==> config.mk <==
export PLATFORM = sky130hd
export DESIGN_NAME = pc_fetch_ctrl
export DESIGN_NICKNAME = d
export VERILOG_FILES = /design/src/rtl/pc_pkg.sv /design/src/rtl/pc_incr.sv /design/src/rtl/pc_fetch_ctrl.sv
export SDC_FILE = /design/constraint.sdc
export NUM_CORES = 1
export LEC_CHECK = 0
export CAP_MARGIN = 20
export CORE_AREA = 2 2 101 74
export CTS_CLUSTER_DIAMETER = 100
export DETAILED_ROUTE_END_ITERATION = 7
export DIE_AREA = 0 0 103 76
export PLACE_DENSITY = 0.78
export SYNTH_ARGS = -nofsm -noshare
export SYNTH_HDL_FRONTEND = slang
export SYNTH_SLANG_ARGS = --single-unit
==> constraint.sdc <==
create_clock -name clk -period 1.78 [get_ports clk]
set_input_delay 0.178 -clock clk [delete_from_list [all_inputs] [get_ports clk]]
set_output_delay 0.178 -clock clk [all_outputs]
set_load 0.03 [all_outputs]
==> src/rtl/pc_pkg.sv <==
// Shared constants, fetch-sequencer states and address helpers for the PC/fetch block.
package pc_pkg;

  localparam int PC_W             = 16;
  localparam int INSTR_W          = 16;
  localparam logic [15:0] RESET_PC = 16'h0000;
  localparam int INC              = 2;

  typedef enum logic [1:0] {
    IDLE = 2'd0,
    REQ  = 2'd1,
    WAIT = 2'd2,
    HOLD = 2'd3
  } fetch_state_t;

  // Branch targets are halfword aligned, so bit 0 is always dropped.
  function automatic logic [PC_W-1:0] even_pc(input logic [PC_W-1:0] addr);
    return {addr[PC_W-1:1], 1'b0};
  endfunction

endpackage

==> src/rtl/pc_incr.sv <==
// Sequential next-PC adder; wraps modulo 2^PC_W.
module pc_incr
  import pc_pkg::*;
(
  input  logic [PC_W-1:0] base,
  output logic [PC_W-1:0] sum
);

  assign sum = base + PC_W'(INC);

endmodule

==> src/rtl/pc_fetch_ctrl.sv <==
// PC register and single-outstanding instruction fetch sequencer with branch redirect.
module pc_fetch_ctrl
  import pc_pkg::*;
(
  input  logic               clk,
  input  logic               rst_n,
  input  logic               en,
  output logic               imem_req,
  output logic [PC_W-1:0]    imem_addr,
  input  logic               imem_gnt,
  input  logic               imem_rvalid,
  input  logic [INSTR_W-1:0] imem_rdata,
  output logic               instr_valid,
  output logic [INSTR_W-1:0] instr_data,
  output logic [PC_W-1:0]    instr_pc,
  input  logic               instr_ready,
  input  logic               redirect_valid,
  input  logic [PC_W-1:0]    redirect_pc,
  output logic [PC_W-1:0]    pc
);

  fetch_state_t    state, state_nxt, resume;
  logic [PC_W-1:0] pc_nxt, pc_plus, req_pc, req_pc_nxt, target;
  logic            discard, discard_nxt, capture;

  pc_incr u_pc_incr (
    .base (pc),
    .sum  (pc_plus)
  );

  assign target      = even_pc(redirect_pc);
  assign resume      = en ? REQ : IDLE;
  assign imem_req    = (state == REQ);
  assign imem_addr   = pc;
  assign instr_valid = (state == HOLD);

  always_ff @(posedge clk or negedge rst_n) begin
    if (!rst_n) begin
      state      <= IDLE;
      pc         <= RESET_PC;
      req_pc     <= RESET_PC;
      discard    <= 1'b0;
      instr_data <= '0;
      instr_pc   <= '0;
    end else begin
      state   <= state_nxt;
      pc      <= pc_nxt;
      req_pc  <= req_pc_nxt;
      discard <= discard_nxt;
      if (capture) begin
        instr_data <= imem_rdata;
        instr_pc   <= req_pc;
      end
    end
  end

  // Redirect is checked first in every state; a granted fetch that races a
  // redirect still counts as outstanding and its data is dropped on return.
  always_comb begin
    state_nxt   = state;
    pc_nxt      = pc;
    req_pc_nxt  = req_pc;
    discard_nxt = discard;
    capture     = 1'b0;
    case (state)
      IDLE: begin
        if (redirect_valid) pc_nxt = target;
        else if (en)        state_nxt = REQ;
      end
      REQ: begin
        if (imem_gnt) begin
          state_nxt  = WAIT;
          req_pc_nxt = pc;
          if (redirect_valid) begin
            pc_nxt      = target;
            discard_nxt = 1'b1;
          end else begin
            pc_nxt = pc_plus;
          end
        end else if (redirect_valid) begin
          pc_nxt = target;
        end else if (!en) begin
          state_nxt = IDLE;
        end
      end
      WAIT: begin
        if (redirect_valid) begin
          pc_nxt = target;
          if (imem_rvalid) begin
            discard_nxt = 1'b0;
            state_nxt   = resume;
          end else begin
            discard_nxt = 1'b1;
          end
        end else if (imem_rvalid) begin
          if (discard) begin
            discard_nxt = 1'b0;
            state_nxt   = resume;
          end else begin
            state_nxt = HOLD;
            capture   = 1'b1;
          end
        end
      end
      HOLD: begin
        if (redirect_valid) begin
          pc_nxt    = target;
          state_nxt = resume;
        end else if (instr_ready) begin
          state_nxt = resume;
        end
      end
      default: state_nxt = IDLE;
    endcase
  end

endmodule

After elaboration in Yosys (flattened, before gate mapping)
Cells that the tools add are included.
W data, S select, Z words.
{"block": "op_classes", "n_reduce_logical": 6, "eq_ne": 12, "add_sub_neg": 1, "muxes": 27}
{"cell": "$mux W16", "n": 3}
{"cell": "$pmux W16 S2", "n": 1}
{"cell": "$mux W2", "n": 11}
{"cell": "$add A16 B2 Y16 const B", "n": 1}
{"cell": "$mux W1", "n": 10}
{"cell": "$pmux W2 S4", "n": 1}
{"cell": "$ne A2 B2 Y1 const B", "n": 3}
{"cell": "$ne A3 B3 Y1 const B", "n": 2}
{"cell": "$reduce_and A6 Y1", "n": 1}
{"cell": "$eq A2 B2 Y1 const B", "n": 2}
{"cell": "$ne A2 B1 Y1 const B", "n": 2}
{"cell": "$reduce_and A4 Y1", "n": 1}
{"cell": "$ne A3 B1 Y1 const B", "n": 1}
{"cell": "$ne A3 B2 Y1 const B", "n": 1}
{"cell": "$reduce_or A3 Y1", "n": 1}
{"cell": "$eq A2 B1 Y1 const B", "n": 1}
{"cell": "$logic_not A2 Y1", "n": 1}
{"cell": "$pmux W1 S2", "n": 1}
{"cell": "$reduce_and A2 Y1", "n": 1}
{"cell": "$reduce_bool A2 Y1", "n": 1}
{"block": "totals", "inputBits": 39, "elab_cells": 52, "output_inout_bits": 66, "regBits": 67}

Depth between registers and ports, before layout
{"block": "logic_depth", "word_depth": 5, "ltp_mapped": 6, "mapped_depth_nobuf": 5}

By module
Synthesis repeated with hierarchy kept, for this count alone.
{"block": "unflattened", "cells_unflattened": 286, "hier_area_um2": 3264.4}
{"mod": "pc_fetch_ctrl", "n_inst": 1, "cells_each": 247, "area_each_um2": 2976.6, "seq_area_each_um2": 1676.6}
{"mod": "pc_incr", "n_inst": 1, "cells_each": 39, "area_each_um2": 287.8, "seq_area_each_um2": 0.0}

Least setup slack after synthesis
No wires, ideal clock.
{"block": "synth_timing", "path_type": "flip-flop to flip-flop", "from": "register pc[1], in the netlist imem_addr[1]", "to": "register pc[11], in the netlist imem_addr[11]", "period_less_slack_ps": 1780, "arrival_ps": 1698, "setup_ps": 82, "path_stages_with_launch": 7, "path_buffers": 1, "setup_slack_ps": 0, "t_required_ps": 1698, "cell_sequence": "dfrtp_1 -> ha_1 -> and4b_1 -> buf_2 -> nand2_1 -> or3b_1 -> a31oi_1"}
{"block": "synth_via", "elab_chain_cells": 4}
{"element": "start, declared", "line_no": "pc_fetch_ctrl.sv:19", "text": "output logic [PC_W-1:0] pc"}
{"element": "start signal, assigned", "line_no": "pc_fetch_ctrl.sv:47", "text": "pc <= pc_nxt;"}
{"element": "$add A16 B2 Y16", "line_no": "pc_incr.sv:9", "text": "assign sum = base + PC_W'(INC);"}
{"element": "$mux W16", "line_no": "pc_fetch_ctrl.sv:74", "text": "if (redirect_valid) begin"}
{"element": "$mux W16", "line_no": "pc_fetch_ctrl.sv:71", "text": "if (imem_gnt) begin"}
{"element": "$pmux W16 S2", "line_no": "pc_fetch_ctrl.sv:65", "text": "case (state)"}
{"element": "named net pc_nxt[11]", "line_no": "pc_fetch_ctrl.sv:23", "text": "logic [PC_W-1:0] pc_nxt, pc_plus, req_pc, req_pc_nxt, target;"}
The timed path passes the listed nets, and every way through them passes these cells.
A chain may end at the register's enable or synchronous reset.

Worst setup path after layout
{"block": "layout_timing", "from": "register pc[7], in the netlist imem_addr[7]", "to": "output imem_addr[7]"}
{"element": "end, declared", "line_no": "pc_fetch_ctrl.sv:9", "text": "output logic [PC_W-1:0] imem_addr,"}
No word-level cell between the ends.

==> impl_metrics.tcl <==
set metrics [dict create \
    crit_path_end_kind "primary output" \
    synth_edf_count 0 \
    grt_pass1_wl_mm 12.1 \
    place_area_sq_um 4150 \
    slew_headroom_pct 59.9 \
    synth_top_area_cell "dfrtp_1" \
    worstMarginPinSlew_ns 0.602 \
    path_cells "clkdlybuf4s50_1" \
    drive_gt1_share_pct 18.9 \
    grt_pass1_vias 2444 \
    synth-simple-area-share_pct 15.8 \
    gp_congestion 0.834 \
    cp-start-kind "register" \
    vias 2451 \
    netlist-cell-type-count 38 \
    worstPathRequired_ns 1.60 \
    outcome "completed" \
    antenna_left 0 \
    setup_viol 0 \
    period_share_pct 96.4 \
    async_flop_share_pct 100 \
    cts_buffers 9 \
    die_x_um 103 \
    rsz0062_at_grt "no" \
    yosys_warnings 0 \
    cts.sinks 67 \
    wl_per_cell_um 15.2 \
    post_cts_buffers 0 \
    hold_class "in2async" \
    critical_path.top_delay_family "buffers and inverters" \
    hold_viol 0 \
    synth_top_family_by_area "simple AND/OR/NAND/NOR gates" \
    syn_area_sq_um 3020 \
    netlist_instances 278 \
    leakage_nw 2.05 \
    fmax_ghz 0.583 \
    finish.utilization_pct 62.6 \
    synth_compound_area_share_pct 5.89 \
    worstSetupPathType "reg2out" \
    io_pins 105 \
    n_fill_cell 592 \
    synth_nets 318 \
    dp_hpwl_mm 5.27 \
    arrival_ns 1.54 \
    worstPathMaxFanout 6 \
    power_mw 6.18 \
    overflow 0 \
    num_rows 26 \
    p_per_area_nw_per_um2 1420 \
    final_area_sq_um 4360 \
    drv_slew 0 \
    yosysMostFrequentCell "dfrtp_1" \
    area_delta_synth_final_pct 44.5 \
    wl_mm 7.39 \
    n_antenna_cell 0 \
    clk_pin_slew_ns 0.07 \
    synth_area_leaders "dfrtp_1 (56%), mux2_2 (12%), nand2_1 (7.3%)" \
    yosys-top-cells-count "dfrtp_1 (67), nand2_1 (59), mux2_2 (31)" \
    slowest_delay_ns 0.72 \
    fin_skew_ns 0.0111 \
    synthMuxAreaShare_pct 12.7 \
    yosysTopAreaCellShare_pct 55.6 \
    start_util_pct 43.3 \
    clock-root-buffer "clkbuf_8" \
    max-cap-violations 0 \
    layout.nets 422 \
    clockBufferDepth 2 \
    ys.flop_type "dfrtp_1" \
    ys_ff_latch 67 \
    avgSynthCellArea_sq_um 10.9 \
    htreeDepth 3 \
    grt_max_degree 45 \
    core_sq_um 6960 \
    portBuffers 103 \
    drcViolationCount 0 \
    tritoncts "yes" \
    crit_buf_inv 1 \
    crit_slowest_cell "clkdlybuf4s50_1" \
    peakVddDrop_mv 0.575 \
    grtUsageTotal_pct 20.1 \
    worstSkewPairLatency_ns 0.34 \
    yosysSeqAreaShare_pct 55.6 \
    drtIter0Drc 85 \
    drt_first_pass_iters 4 \
    synth_adder_area_share_pct 0.415 \
    holdWs_ns 0.374 \
    antenna_found_initial 0 \
    vias_per_cell 5.05 \
    synthXorXnorAreaFrac_pct 2.61 \
    min_period_ns 1.72 \
    die_h_um 76 \
    die-area_sq_um 7830 \
]
## path summary, 6_finish.rpt
kind / startpoint / end / slack, ns / cells past startpoint
min in group clk: redirect_pc[3] / imem_addr[3] / 0.40 / 3
min reg2reg: req_pc[2] / req_pc[2] / 0.47 / 2
max in group asynchronous: rst_n / req_pc[4] / 0.85 / 3
max: imem_addr[7] / imem_addr[7] / 0.06 / 1
min: rst_n / imem_addr[2] / 0.37 / 2
max reg2reg: imem_addr[2] / imem_addr[13] / 0.12 / 5
## cell families after synthesis
group           Yosys count
fa+ha+maj                 1
mux                      34
buf+inv                  37
simple gates            102
xor+xnor                  9
compound gates           28
flops                    67
## where the power goes
group          leakage (nW)  total [mW]  switching (mW)  internal [mW]
Sequential            0.850        2.38           0.332           2.05
Clock                0.0956        1.18           0.561          0.620
Combinational          1.10        2.62            1.44           1.18
## placed cells by master (no fill, tap or decap), types with 2 or more instances in the layout
master / n
o21ai_0: 15
a31oi_1: 2
xnor2_1: 7
nor2_1: 11
xor2_1: 2
mux2_1: 2
nand4_1: 7
mux2_2: 31
nor2b_1: 2
dfrtp_1: 66
inv_1: 6
clkdlybuf4s50_1: 83
a221o_1: 2
nand2_1: 59
nor3_1: 4
clkbuf_8: 12
buf_4: 19
nor4_1: 2
dlygate4sd2_1: 12
buf_12: 2
dlymetal6s2s_1: 6
a21oi_1: 2
nand3_1: 6
## state kept, by name, indices dropped and copies added (netlist names)
name / flops
req_pc: 16
state: 2
instr_pc: 16
discard: 1
imem_addr: 16
instr_data: 16
## cell type report
type | count | area, sq um | area share, %
Tap cell | 98 | 123 | 2.81
Clock inverter | 3 | 21.3 | 0.488
Multi-Input combinational cell | 174 | 1140 | 26.1
Inverter | 6 | 22.5 | 0.516
Sequential cell | 67 | 1680 | 38.5
Timing Repair Buffer | 124 | 1210 | 27.7
Clock buffer | 13 | 169 | 3.87
## what timing repair did
| item | in CTS | in global routing |
|---|---|---|
| endpoints found under the hold margin | 43 | 0 |
| pin swaps | 0 | 0 |
| gates resized for setup | 13 | 10 |
| hold buffers | 1 | 0 |
| endpoints found under the setup margin | 13 | 9 |
## through the flow
stage | setup TNS (ns) | worst slack, ns | instances
detailed placement | -0.142 | -0.122 | 468
global route | 0 | 0.00317 | 485
finish | 0 | 0.0633 | 485
CTS | 0 | 0.00412 | 485
floorplan | 0 | 0.0121 | 278
global placement | 0 | 0.0212 | 468
## routing by layer
| metal | routed length (um) | vias up | GRT usage (%) | part of all wire (%) |
|---|---|---|---|---|
| met5 | 0 | - | 0 | 0 |
| met4 | 85 | 0 | 5.66 | 1.2 |
| met3 | 673 | 9 | 7.52 | 9.1 |
| met2 | 3450 | 123 | 30.4 | 47 |
| met1 | 3180 | 1180 | 27.2 | 43 |
| li1 | - | 1139 | - | - |
No activity file was read; power rests on OpenSTA's default activity.
